## config.mk

```make
export PLATFORM = sky130hd
export DESIGN_NAME = mc_ctrl
export DESIGN_NICKNAME = d
export VERILOG_FILES = /design/src/rtl/mc_ctrl.sv
export SDC_FILE = /design/constraint.sdc
export NUM_CORES = 1
export LEC_CHECK = 0
export BUFFER_PORTS_ARGS = -buffer_cell sky130_fd_sc_hd__buf_4
export CORE_ASPECT_RATIO = 1.2
export CORE_UTILIZATION = 47
export CTS_CLUSTER_DIAMETER = 200
export CTS_CLUSTER_SIZE = 40
export DETAILED_ROUTE_END_ITERATION = 8
export HOLD_SLACK_MARGIN = 0.15
export PLACE_DENSITY = 0.93
export SLEW_MARGIN = 20
export SYNTH_ARGS = -nofsm -noshare
export SYNTH_HDL_FRONTEND = slang
export SYNTH_SLANG_ARGS = --single-unit
```

## constraint.sdc

```tcl
create_clock -name clk -period 2.3 [get_ports clk]
set_input_delay 0.23 -clock clk [delete_from_list [all_inputs] [get_ports clk]]
set_output_delay 0.23 -clock clk [all_outputs]
set_load 0.01 [all_outputs]
```

## src/rtl/mc_ctrl.sv

```systemverilog
// Multi-cycle control FSM for the mccomp MIPS subset: FETCH/DECODE/EXEC/MEM/WB over a shared datapath.
// Optional illegal-instruction trap to a sticky HALT state when MC_ILLEGAL_TRAP_EN is defined.
module mc_ctrl #(
    parameter int ALUOP_W = 4
) (
    input  logic               clk,
    input  logic               rst,
    input  logic [5:0]         Op,
    input  logic [5:0]         Funct,
    input  logic               Zero,
    input  logic               mem_ready,
    output logic               PCWrite,
    output logic               IorD,
    output logic               MemWrite,
    output logic               IRWrite,
    output logic               RegWrite,
    output logic [1:0]         RegDst,
    output logic [1:0]         WDSel,
    output logic               ALUSrcA,
    output logic [1:0]         ALUSrcB,
    output logic [ALUOP_W-1:0] ALUOp,
    output logic               EXTOp,
    output logic [1:0]         NPCOp,
    output logic [2:0]         state,
    output logic               instr_done,
    output logic               halt
);

    localparam logic [2:0] S_FETCH  = 3'd0;
    localparam logic [2:0] S_DECODE = 3'd1;
    localparam logic [2:0] S_EXEC   = 3'd2;
    localparam logic [2:0] S_MEM    = 3'd3;
    localparam logic [2:0] S_WB     = 3'd4;
    localparam logic [2:0] S_HALT   = 3'd5;

    localparam logic [5:0] OP_RTYPE = 6'h00;
    localparam logic [5:0] OP_J     = 6'h02;
    localparam logic [5:0] OP_JAL   = 6'h03;
    localparam logic [5:0] OP_BEQ   = 6'h04;
    localparam logic [5:0] OP_BNE   = 6'h05;
    localparam logic [5:0] OP_ADDI  = 6'h08;
    localparam logic [5:0] OP_ORI   = 6'h0D;
    localparam logic [5:0] OP_LUI   = 6'h0F;
    localparam logic [5:0] OP_LW    = 6'h23;
    localparam logic [5:0] OP_SW    = 6'h2B;

    localparam logic [5:0] FN_SLL = 6'h00;
    localparam logic [5:0] FN_SRL = 6'h02;
    localparam logic [5:0] FN_JR  = 6'h08;
    localparam logic [5:0] FN_ADD = 6'h20;
    localparam logic [5:0] FN_SUB = 6'h22;
    localparam logic [5:0] FN_AND = 6'h24;
    localparam logic [5:0] FN_OR  = 6'h25;
    localparam logic [5:0] FN_SLT = 6'h2A;

    localparam logic [ALUOP_W-1:0] ALU_ADD = ALUOP_W'(0);
    localparam logic [ALUOP_W-1:0] ALU_SUB = ALUOP_W'(1);
    localparam logic [ALUOP_W-1:0] ALU_AND = ALUOP_W'(2);
    localparam logic [ALUOP_W-1:0] ALU_OR  = ALUOP_W'(3);
    localparam logic [ALUOP_W-1:0] ALU_SLT = ALUOP_W'(4);
    localparam logic [ALUOP_W-1:0] ALU_SLL = ALUOP_W'(5);
    localparam logic [ALUOP_W-1:0] ALU_SRL = ALUOP_W'(6);
    localparam logic [ALUOP_W-1:0] ALU_LUI = ALUOP_W'(7);

    logic [2:0]         next_state;
    logic               is_rtype;
    logic               is_jr;
    logic               r_legal;
    logic               is_legal;
    logic [ALUOP_W-1:0] r_aluop;

    assign is_rtype = (Op == OP_RTYPE);
    assign is_jr    = is_rtype && (Funct == FN_JR);

    // R-type function decode; jr is legal but never reaches the ALU op path.
    always_comb begin
        // NOTE: every always_comb output gets a default first so no path can infer a latch.
        r_aluop = ALU_ADD;
        r_legal = 1'b1;
        case (Funct)
            FN_ADD:  r_aluop = ALU_ADD;
            FN_SUB:  r_aluop = ALU_SUB;
            FN_AND:  r_aluop = ALU_AND;
            FN_OR:   r_aluop = ALU_OR;
            FN_SLT:  r_aluop = ALU_SLT;
            FN_SLL:  r_aluop = ALU_SLL;
            FN_SRL:  r_aluop = ALU_SRL;
            FN_JR:   r_aluop = ALU_ADD;
            default: r_legal = 1'b0;
        endcase
    end

    always_comb begin
        case (Op)
            OP_RTYPE: is_legal = r_legal;
            OP_J, OP_JAL, OP_BEQ, OP_BNE,
            OP_ADDI, OP_ORI, OP_LUI,
            OP_LW, OP_SW: is_legal = 1'b1;
            default:      is_legal = 1'b0;
        endcase
    end

    always_ff @(posedge clk or posedge rst) begin
        // NOTE: sequential state uses non-blocking assignments so every flop samples pre-edge values.
        if (rst) state <= S_FETCH;
        else     state <= next_state;
    end

    always_comb begin
        next_state = state;
        PCWrite    = 1'b0;
        IorD       = 1'b0;
        MemWrite   = 1'b0;
        IRWrite    = 1'b0;
        RegWrite   = 1'b0;
        RegDst     = 2'b00;
        WDSel      = 2'b00;
        ALUSrcA    = 1'b0;
        ALUSrcB    = 2'b00;
        ALUOp      = ALU_ADD;
        EXTOp      = 1'b0;
        NPCOp      = 2'b00;

        case (state)
            S_FETCH: begin
                ALUSrcB = 2'b01;
                if (mem_ready) begin
                    IRWrite    = 1'b1;
                    PCWrite    = 1'b1;
                    next_state = S_DECODE;
                end
            end

            S_DECODE: begin
                // Branch target PC+4 + (sext(imm) << 2) is staged into ALUOut here.
                ALUSrcB = 2'b11;
                EXTOp   = 1'b1;
                if (!is_legal) begin
`ifdef MC_ILLEGAL_TRAP_EN
                    next_state = S_HALT;
`else
                    next_state = S_FETCH;
`endif
                end else if (Op == OP_J || Op == OP_JAL) begin
                    PCWrite    = 1'b1;
                    NPCOp      = 2'b10;
                    next_state = S_FETCH;
                    if (Op == OP_JAL) begin
                        RegWrite = 1'b1;
                        RegDst   = 2'b10;
                        WDSel    = 2'b10;
                    end
                end else begin
                    next_state = S_EXEC;
                end
            end

            S_EXEC: begin
                ALUSrcA = 1'b1;
                if (is_rtype) begin
                    if (is_jr) begin
                        PCWrite    = 1'b1;
                        NPCOp      = 2'b11;
                        next_state = S_FETCH;
                    end else begin
                        ALUOp      = r_aluop;
                        next_state = S_WB;
                    end
                end else begin
                    case (Op)
                        OP_ADDI, OP_ORI, OP_LUI: begin
                            ALUSrcB    = 2'b10;
                            EXTOp      = (Op != OP_ORI);
                            ALUOp      = (Op == OP_ORI) ? ALU_OR :
                                         (Op == OP_LUI) ? ALU_LUI : ALU_ADD;
                            next_state = S_WB;
                        end
                        OP_LW, OP_SW: begin
                            ALUSrcB    = 2'b10;
                            EXTOp      = 1'b1;
                            next_state = S_MEM;
                        end
                        OP_BEQ, OP_BNE: begin
                            ALUOp      = ALU_SUB;
                            NPCOp      = 2'b01;
                            PCWrite    = (Op == OP_BEQ) ? Zero : ~Zero;
                            next_state = S_FETCH;
                        end
                        default: next_state = S_FETCH;
                    endcase
                end
            end

            S_MEM: begin
                IorD     = 1'b1;
                MemWrite = (Op == OP_SW);
                if (mem_ready) next_state = (Op == OP_SW) ? S_FETCH : S_WB;
            end

            S_WB: begin
                RegWrite   = 1'b1;
                RegDst     = is_rtype ? 2'b01 : 2'b00;
                WDSel      = (Op == OP_LW) ? 2'b01 : 2'b00;
                next_state = S_FETCH;
            end

            S_HALT:  next_state = S_HALT;
            default: next_state = S_FETCH;
        endcase

        // Reset abandons the instruction in flight: no write may leak out.
        if (rst) begin
            PCWrite  = 1'b0;
            MemWrite = 1'b0;
            IRWrite  = 1'b0;
            RegWrite = 1'b0;
        end
    end

    assign instr_done = !rst && (state != S_FETCH) && (next_state == S_FETCH);

`ifdef MC_ILLEGAL_TRAP_EN
    assign halt = !rst && (state == S_HALT);
`else
    assign halt = 1'b0;
`endif

endmodule

```

==> run_results.csv <==
group,metric,value,unit
status,outcome,"complete, no violations",
cells_and_area,register_area,76.3,um2
global_routing,first_global_vias,891,
clock_tree,clock-root-buffer,"clkbuf_4",
sta,tns,0,ns
cells_and_area,antenna_cells,0,
setup_path,max_stage_delay,0.50,ns
floorplan,die_w,38.1,um
clock_tree,cts_setup_buffers,0,
sta,timing.hold.ws,0.410,ns
clock_tree,cts_max_path_buffers,2,
clock_tree,clock_sinks,3,
setup_path,r2r-end,"state[1]",
sta,skew,0.00468,ns
cells_and_area,area_delta_synth_final,39.3,%
detailed_routing,vias,951,
global_routing,grtUsageMet3,0.0739,
job,maxCapViolations,0,
yosys,async_flop_share,1.00,
global_routing,grt_pass1_wl,3840,um
setup_path,cp-end-kind,"primary output",
min_path,min-delay-start,"mem_ready",
clock_tree,h-tree-depth,1,
sta,slew_violations,0,
setup_path,crit_chain,"nand2_1, nor3_1, a2111oi_0, o31ai_1, nor3_1, buf_4",
cells_and_area,multi_input_area,591,um2
detailed_routing,drt_iter0_drc,26,
pwr,vdd_drop_max,0.397,mV
setup_path,path_class,"flip-flop to primary output",
cells_and_area,top_register,"state",
placement,io_buffers,37,
setup_path,critPathMaxFanout,14,
sta,rsz0062_at_grt,"false",
sta,setup_viol,0,
sta,hold_viol,0,
detailed_routing,routedWlPerCell,14.0,um
cells_and_area,nFillCells,126,
setup_path,rrSetupSlack,0.85,ns
clock_tree,clk_latency,0.23,ns
global_routing,top_usage_layer,"met2",
yosys,yosys.cell_types.count,48,
sta,max_freq,472,MHz
clock_tree,cts-buffers-inserted,3,
pwr,finalPower,354,uW
placement,placed_area,987,um2
min_path,hp-class,"input pin to flip-flop",
global_routing,use_met1,0.336,
detailed_routing,vias_per_cell,5.83,
cells_and_area,layout-drive-gt1-share,0.329,
detailed_routing,drtPass1Iterations,4,
detailed_routing,wl,2280,um
clock_tree,cts_tree,"done",
floorplan,core,0.00145,mm2
setup_path,reg2reg_depth,5,
setup_path,start_kind,"flip-flop",
yosys,yosysWarnings,0,
placement,hpwl,1800,um
yosys,ys_seq_area_frac,0.102,
setup_path,slowest_stage,"dfrtp_1",
global_routing,grtUsageMet2,0.525,
clock_tree,path_clk_slew,0.04,ns
floorplan,die_h,45.3,um
pwr,p_per_area,345,mW/mm2
detailed_routing,route.detailed.drc,0,
cells_and_area,top_regs,"state (3)",
yosys,syn_inst,111,
placement,place.gp.congestion,0.944,
floorplan,initial_utilization,0.509,
floorplan,die_area,0.00173,mm2
sta,fin_crit,2.12,ns
detailed_routing,ant_nets,0,
global_routing,antenna_found_initial,0,
min_path,holdPathStages,4,
global_routing,grt_max_degree,15,
cells_and_area,layout.nets,163,
yosys,syn_area,736,um2
pwr,leakage,0.483,nW
global_routing,gr-total-overflow,0,
setup_path,cp.required,2.07,ns
floorplan,io_pins,40,
cells_and_area,largest_reg_flops,3,
min_path,min_to,"state[2]",
cells_and_area,final_cell_area,0.00102,mm2
yosys,synth_edf_count,0,
yosys,avgSynthCellArea,6.63,um2
setup_path,r2r-start,"state[1]",
global_routing,track_usage,0.310,
yosys,synth_flop_cell,"dfrtp_1",
setup_path,cp.arrival,1.89,ns
sta,finalCritPeriodShare,0.922,
setup_path,worst_path_most_repeated_cell,"nor3_1",
yosys,ys_ff_latch,3,
floorplan,num_rows,15,
-- layout make-up --
class	instances	share of cell area
Clock buffer	4	0.0256
Tap cell	17	0.0208
Sequential cell	3	0.0745
Timing Repair Buffer	38	0.281
Multi-Input combinational cell	95	0.576
Inverter	6	0.0220
-- cells by family (layout without fill, tap and decap cells) --
| family | after synthesis | count (layout) | synth area share |
|---|---|---|---|
| and+or+nand+nor | 62 | 62 | 0.466 |
| DFF | 3 | 3 | 0.102 |
| AOI/OAI and AO/OA | 29 | 29 | 0.301 |
| xor gates and xnor gates | 1 | 1 | 0.0119 |
| muxes | 1 | 1 | 0.0136 |
| other | 1 | 2 | 0.00510 |
| buffers and inverters | 14 | 48 | 0.100 |
-- layer usage --
layer	up-vias	wire length (um)
met1	439	879
met4	0	27
met5	-	0
met2	31	1280
met3	6	97
li1	475	-
-- critical path, delay by kind of cell, from the launching register on --
kind | cells | cell delay [ns]
AO/OA/AOI/OAI | 2 | 0.59
flip-flops | 1 | 0.50
buffers and inverters | 1 | 0.16
AND/OR/NAND/NOR | 3 | 0.41
-- power by group --
group          leakage (nW)  total (mW)  internal [mW]  switching [mW]
Clock                0.0150      0.0923         0.0650          0.0273
Combinational         0.429       0.186         0.0880          0.0985
Sequential           0.0385      0.0747         0.0585          0.0162
Total                 0.483       0.354          0.212           0.142
-- synthesized netlist by cell type (2+ instances only) --
cell type,n,share of area
o21ai_0,3,0.020
or4_1,2,0.020
nand2_1,11,0.056
nor2_1,13,0.066
nor3_1,6,0.041
nor4_1,2,0.017
and2_1,2,0.017
nand2b_1,6,0.051
clkbuf_1,2,0.010
o211a_1,2,0.027
buf_2,2,0.014
nor2b_1,2,0.017
dfrtp_1,3,0.10
inv_1,6,0.031
a211oi_2,2,0.034
or3_1,2,0.017
buf_4,3,0.031
nand3_1,6,0.041
a21oi_1,7,0.048
-- metrics by stage --
stage / util / instances / setup WS [ns]
after floorplan: - / 112 / 0.537
after global placement: 0.683 / 158 / 0.382
after detailed placement: 0.683 / 158 / 0.347
after CTS: 0.708 / 163 / 0.119
after global routing: 0.709 / 163 / 0.00952
final: 0.709 / 163 / 0.180
-- layout by cell type (no fill, tap or decap), types with 2 or more instances in the layout --
cell       n
nand2b_1   6
nor4_1     2
or3_1      2
o211a_1    2
o21ai_0    3
clkbuf_4   3
a211oi_2   2
nor3_1     6
conb_1     2
a21oi_1    7
nor2_1    13
dfrtp_1    2
inv_1      6
buf_4     37
or4_1      2
nand2_1   11
nand3_1    6
nor2b_1    2
and2_1     2
-- worst max-delay path by stage --
| stage | startpoint | to | slack (ns) |
|---|---|---|---|
| 5_1_grt | state[0] | instr_done | 0.01 |
| 2_1_floorplan | state[2] | PCWrite | 0.54 |
| 3_3_place_gp | Op[1] | PCWrite | 0.38 |
| 6_report | state[0] | instr_done | 0.18 |
| 3_5_place_dp | Op[1] | PCWrite | 0.35 |
| 4_1_cts | state[0] | instr_done | 0.12 |
-- timing repair --
action	in CTS	in global routing
resized for setup	0	1
endpoints found under the hold margin	3	0
hold buffers	1	0
setup endpoints to repair	0	1
(Power assumes the default switching activity.)
